--- config.mk ---
export PLATFORM = sky130hd
export DESIGN_NAME = cache_ctrl_param
export DESIGN_NICKNAME = d
export VERILOG_FILES = /design/src/rtl/cache_ctrl_param.sv
export SDC_FILE = /design/constraint.sdc
export NUM_CORES = 1
export LEC_CHECK = 0
export CAP_MARGIN = 20
export CORE_MARGIN = 4
export CORE_UTILIZATION = 30
export CTS_BUF_LIST = sky130_fd_sc_hd__clkbuf_16
export DETAILED_ROUTE_END_ITERATION = 8
export PLACE_DENSITY = 0.65
export SLEW_MARGIN = 20
export SYNTH_ARGS = -nofsm -noshare
export SYNTH_HDL_FRONTEND = slang
export SYNTH_SLANG_ARGS = --single-unit
--- constraint.sdc ---
create_clock -name i_clk -period 2.1 [get_ports i_clk]
set_clock_uncertainty 0.15 [all_clocks]
set_input_delay 0.42 -clock i_clk [delete_from_list [all_inputs] [get_ports i_clk]]
set_output_delay 0.42 -clock i_clk [all_outputs]
set_load 0.02 [all_outputs]
--- src/rtl/cache_ctrl_param.sv ---
`timescale 1ns/1ps
// ---------------------------------------------------------------------------
// cache_ctrl_param
// Parametrised direct-mapped, write-through cache controller sitting between
// the CPU load/store port and the tag store, data array and main memory.
// After reset it walks every line of the tag store and clears it. Reads that
// miss refill a whole block from memory one word per memory ack. Writes always
// go to memory; they update the data array only when the line hits. With
// WRITE_ALLOC=1 a write miss first refills the block and is then retried.
//
// Ports
//   i_clk, i_rst              clock, synchronous active-high reset
//   i_cpu_rd, i_cpu_wr        CPU requests (held stable while o_stall=1)
//   i_cpu_adr                 CPU word address {tag, index, offset}
//   i_tag_in, i_valid_in      tag-store read of line o_block_num
//   i_mem_ack                 memory completed the current beat
//   o_stall                   CPU must hold its request
//   o_hit                     looked-up line matches and is valid (IDLE only)
//   o_block_num               tag/data array line index
//   o_tag_we, o_tag_out,
//   o_valid_out               tag-store write strobe and data
//   o_we_cache                data-array write strobe
//   o_add_offset              data-array word select
//   o_fill_sel                data-array write source: 1 memory, 0 CPU
//   o_mem_req, o_mem_we       memory request, write-not-read
//   o_mem_adr                 memory word address
// ---------------------------------------------------------------------------
module cache_ctrl_param #(
    parameter int   ADDR_W      = 10,
    parameter int   INDEX_W     = 5,
    parameter int   WORD_OFF_W  = 2,
    parameter int   WRITE_ALLOC = 0,
    localparam int  TAG_W       = ADDR_W - INDEX_W - WORD_OFF_W
) (
    input  logic                  i_clk,
    input  logic                  i_rst,
    input  logic                  i_cpu_rd,
    input  logic                  i_cpu_wr,
    input  logic [ADDR_W-1:0]     i_cpu_adr,
    input  logic [TAG_W-1:0]      i_tag_in,
    input  logic                  i_valid_in,
    input  logic                  i_mem_ack,
    output logic                  o_stall,
    output logic                  o_hit,
    output logic [INDEX_W-1:0]    o_block_num,
    output logic                  o_tag_we,
    output logic [TAG_W-1:0]      o_tag_out,
    output logic                  o_valid_out,
    output logic                  o_we_cache,
    output logic [WORD_OFF_W-1:0] o_add_offset,
    output logic                  o_fill_sel,
    output logic                  o_mem_req,
    output logic                  o_mem_we,
    output logic [ADDR_W-1:0]     o_mem_adr
);

    // One counter serves both the init walk (line index) and the refill (word).
    localparam int CNT_W = (INDEX_W > WORD_OFF_W) ? INDEX_W : WORD_OFF_W;

    typedef enum logic [1:0] {
        S_INIT   = 2'd0,
        S_IDLE   = 2'd1,
        S_REFILL = 2'd2,
        S_WRITE  = 2'd3
    } state_t;

    state_t                r_state;
    logic [CNT_W-1:0]      r_cnt;

    logic [TAG_W-1:0]      w_cpu_tag;
    logic [INDEX_W-1:0]    w_cpu_index;
    logic [WORD_OFF_W-1:0] w_cpu_offset;
    logic                  w_tag_match;
    logic                  w_refill_go;
    logic                  w_write_go;
    logic                  w_init_last;
    logic                  w_beat_last;

    assign w_cpu_tag    = i_cpu_adr[ADDR_W-1 -: TAG_W];
    assign w_cpu_index  = i_cpu_adr[WORD_OFF_W +: INDEX_W];
    assign w_cpu_offset = i_cpu_adr[WORD_OFF_W-1:0];
    assign w_tag_match  = i_valid_in && (i_tag_in == w_cpu_tag);

    // Reads win over writes; a write miss refills first only in allocate mode.
    assign w_refill_go  = (i_cpu_rd && !w_tag_match)
                       || (!i_cpu_rd && i_cpu_wr && (WRITE_ALLOC != 0) && !w_tag_match);
    assign w_write_go   = !i_cpu_rd && i_cpu_wr && !w_refill_go;
    assign w_init_last  = (r_cnt[INDEX_W-1:0] == {INDEX_W{1'b1}});
    assign w_beat_last  = (r_cnt[WORD_OFF_W-1:0] == {WORD_OFF_W{1'b1}});

    assign o_hit = !i_rst && (r_state == S_IDLE) && w_tag_match;

    // State and counter sequencing.
    always_ff @(posedge i_clk) begin
        if (i_rst) begin
            r_state <= S_INIT;
            r_cnt   <= {CNT_W{1'b0}};
        end else begin
            case (r_state)
                S_INIT: begin
                    if (w_init_last) begin
                        r_state <= S_IDLE;
                        r_cnt   <= {CNT_W{1'b0}};
                    end else begin
                        r_cnt   <= r_cnt + CNT_W'(1);
                    end
                end
                S_IDLE: begin
                    r_cnt <= {CNT_W{1'b0}};
                    if (w_refill_go) begin
                        r_state <= S_REFILL;
                    end else if (w_write_go) begin
                        r_state <= S_WRITE;
                    end else begin
                        r_state <= S_IDLE;
                    end
                end
                S_REFILL: begin
                    if (i_mem_ack && w_beat_last) begin
                        r_state <= S_IDLE;
                        r_cnt   <= {CNT_W{1'b0}};
                    end else if (i_mem_ack) begin
                        r_cnt   <= r_cnt + CNT_W'(1);
                    end else begin
                        r_cnt   <= r_cnt;
                    end
                end
                S_WRITE: begin
                    if (i_mem_ack) begin
                        r_state <= S_IDLE;
                    end else begin
                        r_state <= S_WRITE;
                    end
                end
                default: begin
                    r_state <= S_INIT;
                    r_cnt   <= {CNT_W{1'b0}};
                end
            endcase
        end
    end

    // Output decode from state, counter and current inputs.
    always_comb begin
        o_stall      = 1'b0;
        o_block_num  = {INDEX_W{1'b0}};
        o_tag_we     = 1'b0;
        o_tag_out    = {TAG_W{1'b0}};
        o_valid_out  = 1'b0;
        o_we_cache   = 1'b0;
        o_add_offset = {WORD_OFF_W{1'b0}};
        o_fill_sel   = 1'b0;
        o_mem_req    = 1'b0;
        o_mem_we     = 1'b0;
        o_mem_adr    = {ADDR_W{1'b0}};
        if (i_rst) begin
            o_stall = 1'b1;
        end else begin
            case (r_state)
                S_INIT: begin
                    o_stall     = 1'b1;
                    o_block_num = r_cnt[INDEX_W-1:0];
                    o_tag_we    = 1'b1;
                end
                S_IDLE: begin
                    o_block_num  = w_cpu_index;
                    o_add_offset = w_cpu_offset;
                    if (w_refill_go) begin
                        // Invalidate the line so a broken-off refill never looks valid.
                        o_stall  = 1'b1;
                        o_tag_we = 1'b1;
                    end else if (w_write_go) begin
                        o_stall  = 1'b1;
                    end else begin
                        o_stall  = 1'b0;
                    end
                end
                S_REFILL: begin
                    o_stall     = 1'b1;
                    o_block_num = w_cpu_index;
                    o_mem_req   = 1'b1;
                    o_mem_adr   = {w_cpu_tag, w_cpu_index, r_cnt[WORD_OFF_W-1:0]};
                    if (i_mem_ack) begin
                        o_we_cache   = 1'b1;
                        o_fill_sel   = 1'b1;
                        o_add_offset = r_cnt[WORD_OFF_W-1:0];
                        if (w_beat_last) begin
                            o_tag_we    = 1'b1;
                            o_valid_out = 1'b1;
                            o_tag_out   = w_cpu_tag;
                        end else begin
                            o_tag_we    = 1'b0;
                        end
                    end else begin
                        o_we_cache = 1'b0;
                    end
                end
                S_WRITE: begin
                    o_block_num  = w_cpu_index;
                    o_add_offset = w_cpu_offset;
                    o_mem_req    = 1'b1;
                    o_mem_we     = 1'b1;
                    o_mem_adr    = i_cpu_adr;
                    if (i_mem_ack) begin
                        o_stall    = 1'b0;
                        o_we_cache = w_tag_match;
                    end else begin
                        o_stall    = 1'b1;
                    end
                end
                default: begin
                    o_stall = 1'b1;
                end
            endcase
        end
    end

endmodule

==> results.md <==
- Status: complete, no violations
- Number of flops mapped to enable cells by yosys: 0
- Setup CP Type: register to primary output
- Initial core utilization: around a third
- Clock latency on the worst-skew pair: between 0.2 and 0.25 ns
- Startpoint Class: register
- Root buf cell: clkbuf_16
- Final setup viols: 0
- # port buffers: 46
- Mapped cell area: 771 um^2
- Reg clk slew, reported paths: around 0.030 ns
- Sequential area share after synthesis: 18.2%
- Leak Pwr: between 0.7 and 0.8 nW
- Slowest cell on crit path: dfxtp_2
- WHS: between 0.3 and 0.4 ns
- Synth Instances: 106
- RePlAce Congestion: 0.806
- Required time worst endpoint: ~1.5 ns
- CP Buf/Inv Count: 3
- Critical path's top delay family: buffers and inverters
- Layout cell share with drive strength beyond 1: 48.1%
- Fmax achieved: between 0.4 and 0.5 GHz
- Post-route worst setup slack: 0.0366 ns
- Most common cell after layout, fill and taps aside: buf_4
- RSZ-0062 raised after global routing: true
- Routed WL: ~3000 um
- Synth unique cells: 30
- PD cells: 1080 nW/um^2
- R2R depth: 9
- Setup crit start: r_state[1]
- DRC viols: 0
- Sink Count: 7
- Vias in the first global route: roughly 1,000
- Die footprint: ~3400 um^2
- Ant diodes: 0
- Reg2Reg Launch Point: r_state[0]
- TritonRoute pass-1 iters: 4
- Iter 0 DRT Violations: 29
- Pins Over Slew Limit: 0
- Grt total ovfl: 0
- Critical Path AT: approximately 1.5 ns
- Final setup TNS: 0 ns
- Synth Warn #: 0
- Die Y: roughly 59 um
- Mapped Avg Cell Area: around 7.3 um^2
- H-tree depth reported by CTS: 1
- Worst-case clock buffer depth: 2
- FP Rows: 18
- Antenna violations before repair: 0
- Worst setup path end: o_mem_we
- Pin slew with the least headroom to its limit: between 0.3 and 0.4 ns
- Post-DR wirelength/cell: between 10 and 15 um
- CTS Buf Count: 3
- Total GRT Usage: 17.5%
- # IOs: 47
- Period utilisation layout: a little over nine tenths
- Endpoints failing hold: 0
- Post-synth ARST share: 0%
- Slowest cell delay on critical path: 0.39 ns
- Layout Nets: between 200 and 250
- Dpl ws: -0.717 ns
- Post-route antenna net violation count: 0
- Final core occ: between 60% and 70%
- Routed via count: around 1,100
- RR Endpoint: r_state[1]
- Total power draw: 1.74 mW
- Storage cell area: 145 um^2
- Post-CTS Hold Buffers: 0
- TritonCTS clock tree: done
- Post-synth top flop: dfxtp_1
- Multi-input logic area: just over 700 um^2
- DR vias/cell: about 4.8
- First-pass GRT wire length: 4700 um
- Max_slew headroom: about four fifths
- Die W: 58.7 um
- CP endpoint kind: primary output
- Worst Hold Class: register to register
- Post-synthesis register bit count: 7
- Total stage count of the critical path: 5
- Crit-path cells: ha_4 -> inv_1 -> nor2_1 -> buf_4 -> clkdlybuf4s15_1
- Area grow syn2layout: 109%
- Largest fanout on the critical path: 8
- Syn Nets: between 100 and 150
- Max-cap viol count: 0
- Largest net degree at the start of global routing: 10
- # fillers: 212
- Crit path time final: between 2 and 2.5 ns
- Most frequent cells in the layout: buf_4, nor2_1, buf_2, clkdlybuf4s50_1, and2_1
- Core area: 2450 um^2
- Flop-to-flop setup slack: approximately 0.18 ns
- Detail Placement HPWL: 2150 um
- VDD IR-drop max: ~0.00085 V
==> sequential cells by signal, summed over array words and instances (netlist names) <==
register / cells
r_cnt: 5
r_state: 2
==> worst min-delay path by stage <==
stage,from,endpoint,slack (ns),cells after the start
finish,r_cnt[4],r_cnt[4],0.34,2
detailed placement,r_cnt[4],r_cnt[4],0.34,2
CTS,r_cnt[4],r_cnt[4],0.35,2
global route,r_cnt[4],r_cnt[4],0.38,2
floorplan,r_cnt[4],r_cnt[4],0.32,2
global placement,r_cnt[4],r_cnt[4],0.34,2
==> worst min-delay path, stage by stage (launching register included) <==
cell and delay (ns):
dfxtp_1 0.31, o21ai_0 0.07, a21oi_1 0.07
==> metal layers <==
metal	up-vias	share of wire, %	routed length (um)	GRT usage (%)
met2	31	50	1490	29.8
met3	4	5.2	152	1.75
li1	538	-	-	-
met4	0	1.3	39	6.47
met1	479	43	1270	22.8
met5	-	0	0	0
==> synthesized netlist by cell type (all sizes together) (2+ instances only) <==
cell type	count	share of area [%]
buf	2	1.6
a21oi	5	3.7
a311oi	2	2.3
mux2i	5	6.5
inv	5	2.4
o21ai	5	3.2
nor2	20	9.7
a211oi	3	2.9
and2	8	6.5
nand2	4	1.9
nand3	5	3.2
nor3	2	1.9
dfxtp	7	18
nor3b	3	2.9
and3	5	4.1
nand2b	2	1.6
ha	6	9.7
clkbuf	2	0.97
xnor2	6	6.8
a22oi	2	1.9
==> layout make-up <==
cell class,count,share of cell area (%)
multi-input cells,90,43.7
repair buffers,83,38.8
flip-flops and latches,7,9.00
clock buffers,3,4.65
well taps,30,2.33
inverters,5,1.32
clock inverters,1,0.233
==> metrics by stage <==
stage                     area, um^2  cells
after floorplan                  771    106
after global placement          1440    204
after detailed placement        1440    204
after CTS                       1580    217
after global routing            1610    219
final                           1610    219
==> cells by family (layout without fill, tap and decap cells) <==
group	count (synthesis)	after routing	synth area share, %
compound gates	22	22	19.2
xor+xnor	6	6	6.82
fa+ha+maj	6	6	9.74
buf+inv	9	92	5.03
flops	7	7	18.2
mux	5	5	6.49
simple gates	51	51	34.6
==> where the power goes <==
group	internal (mW)	switching, mW	total (mW)
clock network	0.247	0.0714	0.319
logic	0.612	0.592	1.20
registers	0.177	0.0398	0.217
total	1.04	0.703	1.74
==> repair_timing <==
item	4_1_cts	5_1_grt
setup endpoints to repair	28	23
pin swaps	8	11
setup buffers	9	2
gates resized for setup	136	33
No activity file was read; power rests on OpenSTA's default activity.
